**config.mk**
```make
export PLATFORM = sky130hd
export DESIGN_NAME = mult_div_unit
export DESIGN_NICKNAME = d
export VERILOG_FILES = /design/src/rtl/mdu_pkg.sv /design/src/rtl/mdu_div_step.sv /design/src/rtl/mult_div_unit.sv
export SDC_FILE = /design/constraint.sdc
export NUM_CORES = 1
export LEC_CHECK = 0
export BUFFER_PORTS_ARGS = -buffer_cell sky130_fd_sc_hd__buf_2
export CAP_MARGIN = 20
export CORE_ASPECT_RATIO = 0.9
export CORE_MARGIN = 2
export CORE_UTILIZATION = 45
export DETAILED_ROUTE_END_ITERATION = 10
export PLACE_DENSITY_LB_ADDON = 0.3
export SETUP_SLACK_MARGIN = 0.3
export SLEW_MARGIN = 10
export SYNTH_ARGS = -nofsm -noshare
export SYNTH_HDL_FRONTEND = slang
export SYNTH_SLANG_ARGS = --single-unit
export TNS_END_PERCENT = 50
```
**constraint.sdc**
```tcl
create_clock -name Clk -period 4.64 [get_ports Clk]
set_input_delay 0.696 -clock Clk [delete_from_list [all_inputs] [get_ports Clk]]
set_output_delay 0.696 -clock Clk [all_outputs]
set_load 0.01 [all_outputs]
```
**src/rtl/mdu_pkg.sv**
```systemverilog
// ---------------------------------------------------------------------------
// mdu_pkg -- shared definitions for the multiply/divide unit.
//   MDU_WIDTH    operand width (32)
//   MDU_ITER     iterations per multiply/divide (32)
//   mdu_op_e     Op encodings: 00 MULT, 01 MULTU, 10 DIV, 11 DIVU
//   mdu_state_e  FSM states IDLE / RUN / DONE
//   Helper functions for operand classification and conditional negation.
// ---------------------------------------------------------------------------
package mdu_pkg;

   localparam int MDU_WIDTH = 32;
   localparam int MDU_ITER  = 32;
   localparam int MDU_CNT_W = 6;

   // Counter value reached after the last iteration has been applied.
   localparam logic [MDU_CNT_W-1:0] MDU_LAST_CNT = MDU_CNT_W'(MDU_ITER);

   typedef enum logic [1:0] {
      OP_MULT  = 2'b00,
      OP_MULTU = 2'b01,
      OP_DIV   = 2'b10,
      OP_DIVU  = 2'b11
   } mdu_op_e;

   typedef enum logic [1:0] {
      ST_IDLE = 2'b00,
      ST_RUN  = 2'b01,
      ST_DONE = 2'b10
   } mdu_state_e;

   // Bit 0 of Op selects unsigned; bit 1 selects divide.
   function automatic logic op_is_signed(input logic [1:0] op);
      return ~op[0];
   endfunction

   function automatic logic op_is_div(input logic [1:0] op);
      return op[1];
   endfunction

   function automatic logic [MDU_WIDTH-1:0] cond_neg(input logic [MDU_WIDTH-1:0] v,
                                                     input logic               neg);
      return neg ? (~v + {{(MDU_WIDTH-1){1'b0}}, 1'b1}) : v;
   endfunction

   // Magnitude of an operand; 0x80000000 maps to 2^31, which fits unsigned.
   function automatic logic [MDU_WIDTH-1:0] mdu_abs(input logic [MDU_WIDTH-1:0] v,
                                                    input logic               is_signed);
      return cond_neg(v, is_signed & v[MDU_WIDTH-1]);
   endfunction

endpackage

```
**src/rtl/mdu_div_step.sv**
```systemverilog
// ---------------------------------------------------------------------------
// mdu_div_step -- one combinational restoring-division iteration.
// The partial remainder is shifted left pulling in the next dividend bit
// (MSB of the quotient register); the divisor is subtracted and the result
// kept only when no borrow occurs. The quotient bit enters at the LSB.
//   rem_in   partial remainder (always < divisor)
//   quo_in   quotient register (remaining dividend bits in the upper part)
//   divisor  divisor magnitude
//   rem_out  next partial remainder
//   quo_out  next quotient register
// ---------------------------------------------------------------------------
module mdu_div_step
   import mdu_pkg::*;
(
   input  logic [MDU_WIDTH-1:0] rem_in,
   input  logic [MDU_WIDTH-1:0] quo_in,
   input  logic [MDU_WIDTH-1:0] divisor,
   output logic [MDU_WIDTH-1:0] rem_out,
   output logic [MDU_WIDTH-1:0] quo_out
);

   logic [MDU_WIDTH:0] shifted;
   logic [MDU_WIDTH:0] diff;
   logic               borrow;

   assign shifted = {rem_in, quo_in[MDU_WIDTH-1]};
   assign diff    = shifted - {1'b0, divisor};
   assign borrow  = diff[MDU_WIDTH];

   // Since rem_in < divisor, shifted < 2*divisor, so the kept value fits.
   assign rem_out = borrow ? shifted[MDU_WIDTH-1:0] : diff[MDU_WIDTH-1:0];
   assign quo_out = {quo_in[MDU_WIDTH-2:0], ~borrow};

endmodule

```
**src/rtl/mult_div_unit.sv**
```systemverilog
// ---------------------------------------------------------------------------
// mult_div_unit -- iterative 32x32 multiply / 32/32 divide unit for HiLo.
// Multiply: shift-add, divide: restoring, one iteration per cycle on operand
// magnitudes, with the sign fixed up in a final cycle. Start sampled at edge N
// gives Done in the cycle after edge N+33. Divide by zero skips RUN.
// Optional feature: define MDU_DIV_EN to build the divide datapath; without
// it DIV/DIVU complete at once with HiLoEn=0 and HiLo unchanged.
//   Clk        clock, rising edge
//   Rst        asynchronous active-low reset
//   Start      request, accepted only in IDLE
//   Op         00 MULT, 01 MULTU, 10 DIV, 11 DIVU
//   A, B       operands (multiplicand/dividend, multiplier/divisor)
//   Busy       high in RUN and DONE
//   Done       one-cycle completion pulse
//   HiLoEn     HiLo write enable, with Done
//   HiLoWrite  {Hi, Lo} result, held between operations
//   DivByZero  pulse with Done when a divide had B==0
// ---------------------------------------------------------------------------
module mult_div_unit
   import mdu_pkg::*;
(
   input  logic                   Clk,
   input  logic                   Rst,
   input  logic                   Start,
   input  logic [1:0]             Op,
   input  logic [MDU_WIDTH-1:0]   A,
   input  logic [MDU_WIDTH-1:0]   B,
   output logic                   Busy,
   output logic                   Done,
   output logic                   HiLoEn,
   output logic [2*MDU_WIDTH-1:0] HiLoWrite,
   output logic                   DivByZero
);

   localparam int W = MDU_WIDTH;

   mdu_state_e           state;
   logic [MDU_CNT_W-1:0] cnt;
   logic [W-1:0]         opnd_q;     // multiplicand or divisor magnitude
   logic [2*W-1:0]       acc;        // {hi, lo}: product or {remainder, quotient}
   logic [2*W-1:0]       hilo_q;
   logic                 neg_res_q;  // negate product / quotient
   logic                 hilo_en_q;

   logic                 op_signed;
   logic                 a_neg;
   logic                 b_neg;
   logic [W-1:0]         mag_a;
   logic [W-1:0]         mag_b;
   logic [W:0]           mul_sum;
   logic [2*W-1:0]       mul_next;
   logic [2*W-1:0]       prod_fix;
   logic [2*W-1:0]       acc_next;
   logic [2*W-1:0]       result_final;
   logic                 start_skip;  // Start that goes straight to DONE
   logic [2*W-1:0]       skip_hilo;
   logic                 skip_en;

   assign op_signed = op_is_signed(Op);
   assign a_neg     = op_signed & A[W-1];
   assign b_neg     = op_signed & B[W-1];
   assign mag_a     = mdu_abs(A, op_signed);
   assign mag_b     = mdu_abs(B, op_signed);

   // Shift-add: lo holds the remaining multiplier bits; the carry out of the
   // hi addition shifts back into the hi half.
   assign mul_sum  = {1'b0, acc[2*W-1:W]} + (acc[0] ? {1'b0, opnd_q} : {(W+1){1'b0}});
   assign mul_next = {mul_sum, acc[W-1:1]};
   assign prod_fix = neg_res_q ? (~acc + 64'd1) : acc;

`ifdef MDU_DIV_EN
   logic         is_div_q;
   logic         neg_rem_q;  // remainder takes the sign of A
   logic         dbz_q;
   logic [W-1:0] rem_step;
   logic [W-1:0] quo_step;

   mdu_div_step u_div_step (
      .rem_in  (acc[2*W-1:W]),
      .quo_in  (acc[W-1:0]),
      .divisor (opnd_q),
      .rem_out (rem_step),
      .quo_out (quo_step)
   );

   assign acc_next     = is_div_q ? {rem_step, quo_step} : mul_next;
   assign result_final = is_div_q ? {cond_neg(acc[2*W-1:W], neg_rem_q),
                                     cond_neg(acc[W-1:0],   neg_res_q)}
                                  : prod_fix;
   assign start_skip   = op_is_div(Op) && (B == '0);
   assign skip_hilo    = {A, {W{1'b1}}};
   assign skip_en      = 1'b1;

   always_ff @(posedge Clk or negedge Rst) begin
      if (!Rst) begin
         is_div_q  <= 1'b0;
         neg_rem_q <= 1'b0;
         dbz_q     <= 1'b0;
      end else if (state == ST_IDLE && Start) begin
         is_div_q  <= op_is_div(Op);
         neg_rem_q <= a_neg;
         dbz_q     <= op_is_div(Op) && (B == '0);
      end
   end

   assign DivByZero = (state == ST_DONE) & dbz_q;
`else
   assign acc_next     = mul_next;
   assign result_final = prod_fix;
   assign start_skip   = op_is_div(Op);
   assign skip_hilo    = hilo_q;
   assign skip_en      = 1'b0;
   assign DivByZero    = 1'b0;
`endif

   // NOTE: state registers use non-blocking assignments so every flop samples
   // pre-edge values; all state (no memories here) is cleared by reset, so an
   // abort mid-RUN leaves nothing that could later complete.
   always_ff @(posedge Clk or negedge Rst) begin
      if (!Rst) begin
         state     <= ST_IDLE;
         cnt       <= '0;
         opnd_q    <= '0;
         acc       <= '0;
         hilo_q    <= '0;
         neg_res_q <= 1'b0;
         hilo_en_q <= 1'b0;
      end else begin
         case (state)
            ST_IDLE: begin
               if (Start) begin
                  cnt       <= '0;
                  neg_res_q <= a_neg ^ b_neg;
                  if (start_skip) begin
                     hilo_q    <= skip_hilo;
                     hilo_en_q <= skip_en;
                     state     <= ST_DONE;
                  end else begin
                     // Divide iterates over the dividend, multiply over the multiplier.
                     acc    <= {{W{1'b0}}, (op_is_div(Op) ? mag_a : mag_b)};
                     opnd_q <= op_is_div(Op) ? mag_b : mag_a;
                     state  <= ST_RUN;
                  end
               end
            end
            ST_RUN: begin
               // 32 iteration cycles, then one cycle applying the sign fix-up.
               if (cnt == MDU_LAST_CNT) begin
                  hilo_q    <= result_final;
                  hilo_en_q <= 1'b1;
                  state     <= ST_DONE;
               end else begin
                  acc <= acc_next;
                  cnt <= cnt + MDU_CNT_W'(1);
               end
            end
            ST_DONE: state <= ST_IDLE;
            default: state <= ST_IDLE;
         endcase
      end
   end

   assign Busy      = (state != ST_IDLE);
   assign Done      = (state == ST_DONE);
   assign HiLoEn    = (state == ST_DONE) & hilo_en_q;
   assign HiLoWrite = hilo_q;

endmodule
```
### After elaboration in Yosys (flattened, before gate mapping)

Index checks and enable logic that the tools add are counted.

* $add $sub $neg: 5
* mux-type cells: 19
* equal/unequal tests: 8
* bitwise operators: 9
* reduce and logical (&&, ||, !) cells: 10

Operators by type and width (number)
* 64-bit two-way mux: 4
* 64-bit case mux with 2 select lines: 1
* 32-bit two-way mux: 3
* 32-bit by 1-bit adder with 32-bit output, second input constant: 2
* 64-bit by 1-bit adder with 64-bit output, second input constant: 1
* 32-bit inverter: 2
* 64-bit inverter: 1
* 32-bit by 32-bit adder with 33-bit output: 1
* 6-bit two-way mux: 2
* 6-bit case mux with 2 select lines: 1
* 2-bit inequality test, second input constant: 5
* 4-bit AND reduction: 2
* 6-bit by 1-bit adder with 6-bit output, second input constant: 1
* 6-bit == test, second input constant: 1
* 2-bit two-way mux: 3
* 2-bit AND reduction: 3
* 3-bit AND reduction: 2
* 2-bit case mux with 2 select lines: 1
* 2-bit nonzero test: 2
* 1-bit AND: 3
* 1-bit two-way mux: 3
* 2-bit by 1-bit == test with 1-bit output, second input constant: 1
* 2-bit == test, second input constant: 1
* 2-bit logical NOT: 1
* other kinds (3): 4

* register bits after elaboration: 170
* logic and storage cells: 58

### Depth between registers and ports, before layout

Gate-level depths: netlist of run 1.

* depth after elaboration: 6
* depth in mapped cells: 14
* mapped depth without buffers: 12

### Worst setup path after synthesis of run 1

Ideal clock, no wire load.

* path type: reg-to-reg
* from: reg acc[0]
* to: reg acc[61]
* stages on the path, launching flop included: 15
* arrival: 3012 ps
* setup slack: 1558 ps
* period minus slack after synthesis: 3082 ps
* path through: dfrtp_1 clkbuf_1 clkbuf_1 and2_1 ha_1 inv_1 fa_1 nor2b_1 o211ai_1 a21boi_0 o21ai_0 a21boi_0 o41ai_1 or4_1 nand3_1

* longest elaborated chain between the ends: 4

Ends and longest elaborated chain
* from (decl): RTL line mult_div_unit.sv:40 `logic [2*W-1:0] acc;`
* from (signal assigned): RTL line mult_div_unit.sv:140 `acc <= {{W{1'b0}}, (op_is_div(Op) ? mag_a : mag_b)};`
* from (signal assigned): RTL line mult_div_unit.sv:153 `acc <= acc_next;`
* 32-bit two-way mux: RTL line mult_div_unit.sv:67 `assign mul_sum = {1'b0, acc[2*W-1:W]} + (acc[0] ? {1'b0, opnd_q} : {(W+1){1'b0}});`
* 32-bit by 32-bit adder with 33-bit output: RTL line mult_div_unit.sv:67
* 64-bit two-way mux: RTL line mult_div_unit.sv:148 `if (cnt == MDU_LAST_CNT) begin`
* 64-bit case mux with 2 select lines: RTL line mult_div_unit.sv:129 `case (state)`

No other way between the ends. The select of a mux whose other input is x is not followed.
A chain may end at the register's enable or synchronous reset.

### Worst setup path after layout of run 1

Same ends and word-level chain as after synthesis.

==> results of run 1 <==
final timing paths:
| path | startpoint | to | slack [ns] |
|---|---|---|---|
| min in group Clk | HiLoWrite[22]$_DFFE_PN0P_ | HiLoWrite[22]$_DFFE_PN0P_ | 0.47 |
| worst max-delay path | acc[0]$_DFFE_PN0P_ | acc[61]$_DFFE_PN0P_ | 1.22 |
| max in group asynchronous | Rst | HiLoWrite[20]$_DFFE_PN0P_ | 3.15 |
| worst max register to register | acc[0]$_DFFE_PN0P_ | acc[61]$_DFFE_PN0P_ | 1.22 |
| worst min-delay path | Rst | cnt[2]$_DFFE_PN0P_ | 0.34 |
| worst min register to register | HiLoWrite[22]$_DFFE_PN0P_ | HiLoWrite[22]$_DFFE_PN0P_ | 0.47 |
metal layers:
layer / track usage / wire length, microns / vias to the layer above
met1: 0.385 / 15600 / 4535
met2: 0.313 / 11700 / 259
met4: 0.0530 / 305 / 0
met5: 0 / 0 / -
li1: - / - / 4754
met3: 0.0361 / 1670 / 22
layout by cell type (no fill, tap or decap), types with 17 or more instances in the layout:
cell type  netlist  final
a21oi_1         79     79
xnor2_1         48     48
nand2_1        220    218
xor2_1         100    100
nand3_1         17     17
ha_1            37     37
o31ai_1         25     25
dfrtp_1        170    169
and2_1          34     34
nor2_1          68     68
clkbuf_16        0     17
o21ai_0        187    187
inv_1           23     23
buf_2            1    134
or3_1           19     19
critical path: stages (launching register included):
cell and delay, ns:
dfrtp_1 0.34, buf_4 0.28, nand2_1 0.15, fa_1 0.43, nor2b_1 0.23, o211ai_1 0.15, a21boi_0 0.38, o21ai_0 0.19
a21boi_0 0.49, o41ai_1 0.20, or4_1 0.42, nand3_1 0.09
through the flow:
step | instance area [sq um] | setup slack (ns) | std cells
after floorplan | 11000 | 1.56 | 1292
final | 12500 | 1.22 | 1712
after CTS | 12500 | 1.30 | 1711
after global routing | 12500 | 0.993 | 1712
after detailed placement | 11900 | 1.36 | 1679
after global placement | 11900 | 1.47 | 1679
power groups by stage:
stage | clock, mW | combinational, mW | sequential, mW
global placement | 0 | 3.55 | 2.66
detailed placement | 0 | 3.62 | 2.68
CTS | 1.56 | 3.64 | 2.65
floorplan | 0 | 2.81 | 2.40
global route | 1.62 | 4.15 | 2.75
finish | 1.54 | 3.69 | 2.67
registers in the layout, indices dropped and copies added (netlist names):
signal and flops:
neg_res_q 1, state 2, hilo_en_q 1, acc 64
cnt 6, opnd_q 32, HiLoWrite 64
final cells by class:
class                           count  area share
Multi-Input combinational cell   1035       0.512
Sequential cell                   170       0.340
Timing Repair Buffer              144      0.0609
Clock buffer                       17      0.0340
Tap cell                          308      0.0308
Clock inverter                     15      0.0159
Inverter                           23     0.00689
logic make-up after synthesis:
| kind of cell | after synthesis | share of synthesized area |
|---|---|---|
| DFF | 170 | 0.388 |
| adders and majority gates | 38 | 0.0440 |
| other | 1 | 0.000342 |
| and+or+nand+nor | 455 | 0.205 |
| xor gates and xnor gates | 148 | 0.118 |
| AOI/OAI and AO/OA | 388 | 0.210 |
| buffers and inverters | 87 | 0.0302 |
| muxes | 5 | 0.00456 |
==> flow_summary.json, run 1 <==
{
  "status": "completed",
  "syn-cell-area_sq_um": 11000,
  "die-area_sq_um": 25700,
  "period_needed_ns": 3.42,
  "initial_core_util": 0.455,
  "fin_worst_skew_ns": 0.0135,
  "clock_path_buffers": 2,
  "std_cell_rows": 54,
  "required_ns": 5.01,
  "switching_share": 0.456,
  "place_congestion": 0.911,
  "power_frac_seq": 0.338,
  "grt_overflow": 0,
  "synth_edf_count": 0,
  "slew_headroom": 0.280,
  "grt_pass1_wl_microns": 48000,
  "cts_resized": 0,
  "synthArstFlopShare": 1.00,
  "drive_gt1_frac": 0.151,
  "finalMaxSlewViolations": 0,
  "drt-total-wl_microns": 29300,
  "pin_count": 137,
  "synth.distinct_cells": 69,
  "ctsHoldBuffers": 0,
  "period_share": 0.736,
  "hpwl_microns": 22100,
  "critPathLaunchType": "flip-flop",
  "syn-mean-instance-area_sq_um": 8.50,
  "clock_latency_ns": 0.44,
  "drt-initial-drc-count": 867,
  "synth_top_area_share": 0.388,
  "hp-class": "in2async",
  "fillers": 2281,
  "die_y_microns": 152,
  "h-tree-depth": 4,
  "rsz0062_at_grt": "no",
  "whs_ns": 0.344,
  "die_width_microns": 169,
  "vias": 9570,
  "cts_inserted_buffers": 17,
  "internal_power_mw": 4.30,
  "antenna_found_initial": 1,
  "netlist_instances": 1292,
  "n_antenna_cell": 0,
  "yosys-top-cells-area": "dfrtp_1 39%, o21ai_0 8.5%, xor2_1 8.0%",
  "yosys-top-cells-count": "220 x nand2_1, 187 x o21ai_0, 170 x dfrtp_1, 100 x xor2_1, 79 x a21oi_1",
  "hold_viol": 0,
  "cp.arrival_ns": 3.78,
  "worstMarginPinSlew_ns": 1.08,
  "drv_cap": 0,
  "ys_ff_latch": 170,
  "p_sw_mw": 3.60,
  "finalNetCount": 1498,
  "cts.sinks": 170,
  "regArea_sq_um": 4260,
  "seq_area_frac_synth": 0.388,
  "power_leakage_nw": 5.67,
  "clock_power_share": 0.195,
  "worstRegToRegCells": 11,
  "fmax_mhz": 293,
  "drcViolationCount": 0,
  "tns_ns": 0,
  "fin_util": 0.519,
  "worst-setup-path-type": "reg2reg",
  "comb_power_share": 0.467,
  "path_clk_slew_ns": 0.07,
  "core_region_area_sq_um": 24100,
  "multi_input_area_sq_um": 6410,
  "cts_root_buffer": "clkbuf_16",
  "syn-num-nets": 1399,
  "ir_drop_v": 0.000317,
  "grt_usage": 0.233,
  "yosys_warnings": 0,
  "syn_to_final_growth_pct": 14.1,
  "postCtsSetupBuffers": 0,
  "critPathMaxFanout": 35,
  "yosys.area.top_type": "dfrtp_1",
  "ys.flop_type": "dfrtp_1",
  "io_buffers": 135,
  "grt_pass1_vias": 8825,
  "pwr_density_cell_nw_per_um2": 631,
  "yosysMostFrequentCell": "nand2_1",
  "setup_viol": 0,
  "tritoncts": "done",
  "drtAntennaViolNets": 0,
  "first_pass_iters": 5,
  "grt_start_max_net_pins": 107,
  "viasPerCell": 5.59,
  "worst_setup_path_end_kind": "flip-flop",
  "routedWlPerCell_microns": 17.1,
  "power.total_mw": 7.90
}
(Power assumes the default switching activity.)
==> run 2: changes to the inputs <==
--- a/config.mk
+++ b/config.mk
@@ -5,6 +5,7 @@
 export SDC_FILE = /design/constraint.sdc
 export NUM_CORES = 1
 export LEC_CHECK = 0
+export ABC_AREA = 1
 export BUFFER_PORTS_ARGS = -buffer_cell sky130_fd_sc_hd__buf_2
 export CAP_MARGIN = 20
 export CORE_ASPECT_RATIO = 0.9
==> constraint.sdc (replaced) <==
create_clock -name Clk -period 3.1 [get_ports Clk]
set_input_delay 0.465 -clock Clk [delete_from_list [all_inputs] [get_ports Clk]]
set_output_delay 0.465 -clock Clk [all_outputs]
set_load 0.01 [all_outputs]
==> run 2 against run 1 <==
Net effect:
- die area grew 21%
- clock power is 35% higher
- count of clock-buffer cells in the layout up 3
- sequential power is 51% higher
- critical path depth up 7
- area after synthesis increased by 21%
- critical endpoint unchanged
- largest cell class unchanged
- highest routed layer unchanged
==> flow_summary.json, run 2 <==
{
  "pin_count": 137,
  "slew_headroom": 0.525,
  "h-tree-depth": 4,
  "synth_top_area_share": 0.320,
  "core_region_area_sq_um": 29000,
  "fmax_mhz": 399,
  "power_leakage_nw": 8.19,
  "fin_worst_skew_ns": 0.0134,
  "yosysMostFrequentCell": "nand2_1",
  "fin_util": 0.513,
  "worstRegToRegCells": 18,
  "initial_core_util": 0.458,
  "clock_path_buffers": 2,
  "whs_ns": 0.293,
  "critPathLaunchType": "flip-flop",
  "period_needed_ns": 2.51,
  "tritoncts": "done",
  "n_antenna_cell": 0,
  "ir_drop_v": 0.000597,
  "yosys.area.top_type": "dfrtp_1",
  "grt_overflow": 0,
  "drcViolationCount": 0,
  "drt-total-wl_microns": 41900,
  "final_cell_mix": "738 x nand2_1, 265 x inv_1, 207 x nor2_1",
  "fillers": 3065,
  "std_cell_rows": 59,
  "rsz0062_at_grt": "no",
  "worstMarginPinSlew_ns": 0.713,
  "tns_ns": 0,
  "required_ns": 3.44,
  "syn_to_final_growth_pct": 12.0,
  "worst-setup-path-type": "reg2reg",
  "path_cells": "buf_12 -> nand2_1 -> inv_1 -> ha_1 -> inv_1 -> fa_1 -> inv_1 -> nand3_1 -> nand3_1 -> nand2_1 -> nand2_1 -> nand2_1 -> nand2_1 -> nand2_1 -> nand2_1 -> nand2_1 -> nand3_1 -> nand2_1",
  "regArea_sq_um": 4260,
  "syn-num-nets": 2205,
  "cts_inserted_buffers": 17,
  "critPathMaxStageDelay_ns": 0.44,
  "drt-initial-drc-count": 1389,
  "seq_area_frac_synth": 0.320,
  "syn-mean-instance-area_sq_um": 6.34,
  "die_width_microns": 185,
  "mostFrequentLayoutCell": "nand2_1",
  "multi_input_area_sq_um": 7690,
  "synth.distinct_cells": 52,
  "timing.rr.end": "acc[61]$_DFFE_PN0P_",
  "syn-cell-area_sq_um": 13300,
  "finalNetCount": 2318,
  "antenna_found_initial": 0,
  "cts_resized": 0,
  "yosys_warnings": 0,
  "status": "completed",
  "cp.arrival_ns": 2.85,
  "final_cell_area_sq_um": 14900,
  "ys.flop_type": "dfrtp_1",
  "path_clk_slew_ns": 0.07,
  "grt_start_max_net_pins": 90,
  "hpwl_microns": 33300,
  "finalMaxSlewViolations": 0,
  "die-area_sq_um": 31000,
  "worst-path-buf-inv": 4,
  "synth_edf_count": 0,
  "drive_gt1_frac": 0.118,
  "drtAntennaViolNets": 0,
  "power.total_mw": 13.3,
  "timing.rr.start": "acc[0]$_DFFE_PN0P_",
  "r2r_setup_slack_ns": 0.59,
  "die_y_microns": 167,
  "worst_setup_path_end_kind": "flip-flop",
  "yosys-top-cells-area": "dfrtp_1 32%, nand2_1 21%, inv_1 7.5%",
  "critPathLaunch": "acc[0]$_DFFE_PN0P_",
  "drv_cap": 0,
  "yosys-top-cells-count": "738 x nand2_1, 265 x inv_1, 208 x nor2_1, 196 x nand3_1, 170 x dfrtp_1",
  "placed_area_sq_um": 14300,
  "setup_viol": 0,
  "viasPerCell": 5.21,
  "cts_root_buffer": "clkbuf_16",
  "cp-endpoint": "acc[61]$_DFFE_PN0P_",
  "grt_usage": 0.277,
  "clock_latency_ns": 0.46,
  "grt_pass1_vias": 12500,
  "place_congestion": 0.957,
  "period_share": 0.809,
  "pwr_density_cell_nw_per_um2": 891,
  "critPathMaxFanout": 32,
  "path_common_cell": "nand2_1",
  "cp_slowest_cell": "dfrtp_1",
  "hp-class": "in2reg",
  "cts.sinks": 170,
  "hold_viol": 0,
  "ys_ff_latch": 170,
  "routedWlPerCell_microns": 16.0,
  "netlist_instances": 2098,
  "crit_cells": 18,
  "crit_family": "simple AND/OR/NAND/NOR gates",
  "grt_pass1_wl_microns": 67000,
  "vias": 13600,
  "io_buffers": 135,
  "first_pass_iters": 5,
  "synthArstFlopShare": 1.00
}
run 2: final cells by class:
cell class	count	area share
flip-flops and latches	170	0.286
well taps	396	0.0333
repair buffers	151	0.0565
multi-input cells	1592	0.516
clock inverters	12	0.00722
clock buffers	20	0.0307
inverters	279	0.0705
run 2: cells by family (layout without fill, tap and decap cells):
logic type,count (synthesis),after routing,share of synthesized area
xor+xnor,46,46,0.0303
simple gates,1274,1274,0.411
fa+ha+maj,38,38,0.0363
other cells,1,1,0.000282
flops,170,170,0.320
compound gates,233,233,0.100
buf+inv,336,462,0.102
run 2: through the flow:
stage | setup WS, ns | std cells
after floorplan | 0.786 | 2098
after global placement | 0.687 | 2587
after detailed placement | 0.636 | 2587
after CTS | 0.608 | 2620
after global routing | 0.342 | 2620
final | 0.593 | 2620
run 2: power breakdown:
group | switching (mW) | total (mW) | internal (mW)
Clock | 0.988 | 2.08 | 1.09
Sequential | 1.01 | 4.04 | 3.03
Combinational | 4.83 | 7.15 | 2.32
Total | 6.83 | 13.3 | 6.44
run 2: worst min path at each step:
stage	start	endpoint	slack (ns)	depth (start not counted)
after floorplan	Rst	HiLoWrite[0]$_DFFE_PN0P_	0.17	0
after global placement	HiLoWrite[37]$_DFFE_PN0P_	HiLoWrite[37]$_DFFE_PN0P_	0.46	2
after detailed placement	HiLoWrite[43]$_DFFE_PN0P_	HiLoWrite[43]$_DFFE_PN0P_	0.46	2
after CTS	A[1]	opnd_q[1]$_DFFE_PN0P_	0.28	3
after global routing	Start	state[1]$_DFFE_PN0P_	0.31	3
final	Start	state[1]$_DFFE_PN0P_	0.29	3
run 2: what timing repair did:
item / in CTS / in global routing
hold buffers: 1 / 0
setup buffers: 0 / 0
hold endpoints to repair: 8 / 0
run 2: worst min-delay path: cells and delay by family:
family / cells / cell delay, ns
buffers and inverters: 1 / 0.12
AND/OR/NAND/NOR: 2 / 0.13
run 2: per-layer routing:
layer / part of all wire / track usage / wire length, microns
met3: 0.077 / 0.0422 / 3230
met1: 0.51 / 0.438 / 21200
met2: 0.40 / 0.388 / 16900
met4: 0.014 / 0.0694 / 603
met5: 0 / 0 / 0
==> run 3: changes to the inputs <==
--- a/config.mk
+++ b/config.mk
@@ -5,7 +5,7 @@
 export SDC_FILE = /design/constraint.sdc
 export NUM_CORES = 1
 export LEC_CHECK = 0
-export ABC_AREA = 1
+export ABC_AREA = 0
 export BUFFER_PORTS_ARGS = -buffer_cell sky130_fd_sc_hd__buf_2
 export CAP_MARGIN = 20
 export CORE_ASPECT_RATIO = 0.9
==> constraint.sdc (replaced) <==
create_clock -name Clk -period 2.4 [get_ports Clk]
set_input_delay 0.36 -clock Clk [delete_from_list [all_inputs] [get_ports Clk]]
set_output_delay 0.36 -clock Clk [all_outputs]
set_load 0.01 [all_outputs]
==> run 3 against run 2 <==
Net effect:
- the run now ends with setup timing left
- critical path depth is 10 lower
- count of clock-buffer cells in the layout is 3 lower
- sequential power is 16% higher
- core utilization is 17 points higher
- flip-flop and latch count stayed put
- combinational power is 92% higher
- worst hold slack worse by 0.15 ns
- maximum frequency is 9.5% lower
- clock power is 35% higher
==> flow_summary.json, run 3 (synthesis gave the netlist of run 1 again) <==
{
  "placed_area_sq_um": 13900,
  "antenna_found_initial": 0,
  "grt_pass1_wl_microns": 54700,
  "h-tree-depth": 4,
  "rsz0062_at_grt": "yes",
  "critPathLaunchType": "flip-flop",
  "die_width_microns": 169,
  "die-area_sq_um": 25700,
  "placedCellCount": 1895,
  "drtAntennaViolNets": 0,
  "fmax_mhz": 361,
  "hpwl_microns": 24800,
  "mostFrequentLayoutCell": "buf_4",
  "drcViolationCount": 0,
  "syn_to_final_growth_pct": 49.1,
  "final_cells": 1963,
  "drv_cap": 0,
  "tns_ns": -13.46,
  "pin_count": 137,
  "regArea_sq_um": 4260,
  "required_ns": 2.72,
  "tritoncts": "done",
  "final_cell_area_sq_um": 16400,
  "drive_gt1_frac": 0.422,
  "status": "complete, but fails checks",
  "hp-class": "in2reg",
  "fin_util": 0.678,
  "place_congestion": 0.921,
  "timing.rr.end": "HiLoWrite[63]$_DFFE_PN0P_",
  "initial_core_util": 0.455,
  "worstRegToRegCells": 8,
  "critPathLaunch": "acc[4]$_DFFE_PN0P_",
  "hold_start": "Op[1]",
  "critPathMaxFanout": 4,
  "period_share": 1.15,
  "final_cell_mix": "207 x buf_4, 167 x dfrtp_1, 166 x nand2_1",
  "first_pass_iters": 5,
  "hold_depth": 3,
  "io_buffers": 135,
  "hold_viol": 0,
  "worstMarginPinSlew_ns": 0.602,
  "core_region_area_sq_um": 24100,
  "violations": "setup timing",
  "worst_slack_ns": -0.370,
  "cts_root_buffer": "clkbuf_16",
  "viasPerCell": 5.55,
  "cp.arrival_ns": 3.09,
  "r2r_setup_slack_ns": -0.37,
  "grt_start_max_net_pins": 66,
  "clock_path_buffers": 2,
  "vias": 10900,
  "finalMaxSlewViolations": 0,
  "grt_pass1_vias": 10500,
  "fin_worst_skew_ns": 0.0110,
  "clock_latency_ns": 0.44,
  "period_needed_ns": 2.77,
  "std_cell_rows": 54,
  "pwr_density_cell_nw_per_um2": 1290,
  "timing.rr.start": "acc[4]$_DFFE_PN0P_",
  "cp-endpoint": "HiLoWrite[63]$_DFFE_PN0P_",
  "finalNetCount": 1750,
  "worst_setup_path_end_kind": "flip-flop",
  "grt_usage": 0.267,
  "multi_input_area_sq_um": 8030,
  "worst-setup-path-type": "reg2reg",
  "drt-initial-drc-count": 860,
  "routedWlPerCell_microns": 18.0,
  "die_y_microns": 152,
  "power_leakage_nw": 7.47,
  "cts_inserted_buffers": 17,
  "ir_drop_v": 0.000788,
  "slew_headroom": 0.599,
  "setup_viol": 65,
  "path_clk_slew_ns": 0.07,
  "grt_overflow": 0,
  "drt-total-wl_microns": 35400,
  "n_antenna_cell": 0,
  "cts.sinks": 170,
  "fillers": 1829
}
==> run 3: cell types whose count changed in the layout (fill, tap and decap cells not counted), moves of 62 or more <==
cell     before  now
nand2_1     738  166
inv_1       265   19
xor2_1       34   96
nand3_1     196   12
buf_4        12  207
nor2_1      207   64
==> run 3: through the flow <==
stage,setup slack (ns),hold WS (ns),power (mW)
floorplan,-0.279,0.0644,10.6
global placement,-0.362,0.350,14.6
detailed placement,-0.461,0.354,14.9
CTS,-0.287,0.144,19.5
global route,-0.439,0.153,22.5
finish,-0.370,0.148,21.2
==> run 3: worst min-delay path by stage <==
stage                                      to  slack (ns)
floorplan            HiLoWrite[0]$_DFFE_PN0P_        0.06
detailed placement  HiLoWrite[49]$_DFFE_PN0P_        0.35
CTS                      state[1]$_DFFE_PN0P_        0.14
finish                   state[1]$_DFFE_PN0P_        0.15
global placement    HiLoWrite[49]$_DFFE_PN0P_        0.35
global route             state[1]$_DFFE_PN0P_        0.15
==> run 3: what timing repair did <==
item	in CTS	in global routing
pin swaps	131	88
endpoints found under the hold margin	50	0
hold buffers	1	0
setup endpoints to repair	135	151
resized for setup	285	123
buffers inserted	15	17
gates cloned	0	4
==> run 3: final cells by class <==
class                   count  share of cell area
multi-input cells        1036               0.491
flip-flops and latches    170               0.260
repair buffers            395               0.184
clock buffers              17              0.0260
well taps                 308              0.0235
clock inverters            14             0.00940
inverters                  23             0.00573
==> run 3: critical path: stages, from the launching register on <==
cell,delay (ns)
dfrtp_1,0.39
or3_4,0.41
or4_4,0.44
or3_4,0.44
nor2_8,0.17
nand4_4,0.11
o41ai_2,0.34
xor2_1,0.24
o21ai_1,0.10
==> run 3: power by group <==
group,switching [mW],internal [mW]
sequential,0.859,3.82
clock,1.33,1.47
combinational,7.40,6.29
total,9.59,11.6
==> run 3: per-layer routing <==
layer  part of all wire  track usage  up-vias  wire length (microns)
met1               0.48        0.406     5227                  16900
li1                   -            -     5272                      -
met2               0.44        0.393      349                  15700
met5                  0            0        -                      0
met4              0.016       0.0702        0                    578
met3              0.064       0.0452       48                   2260
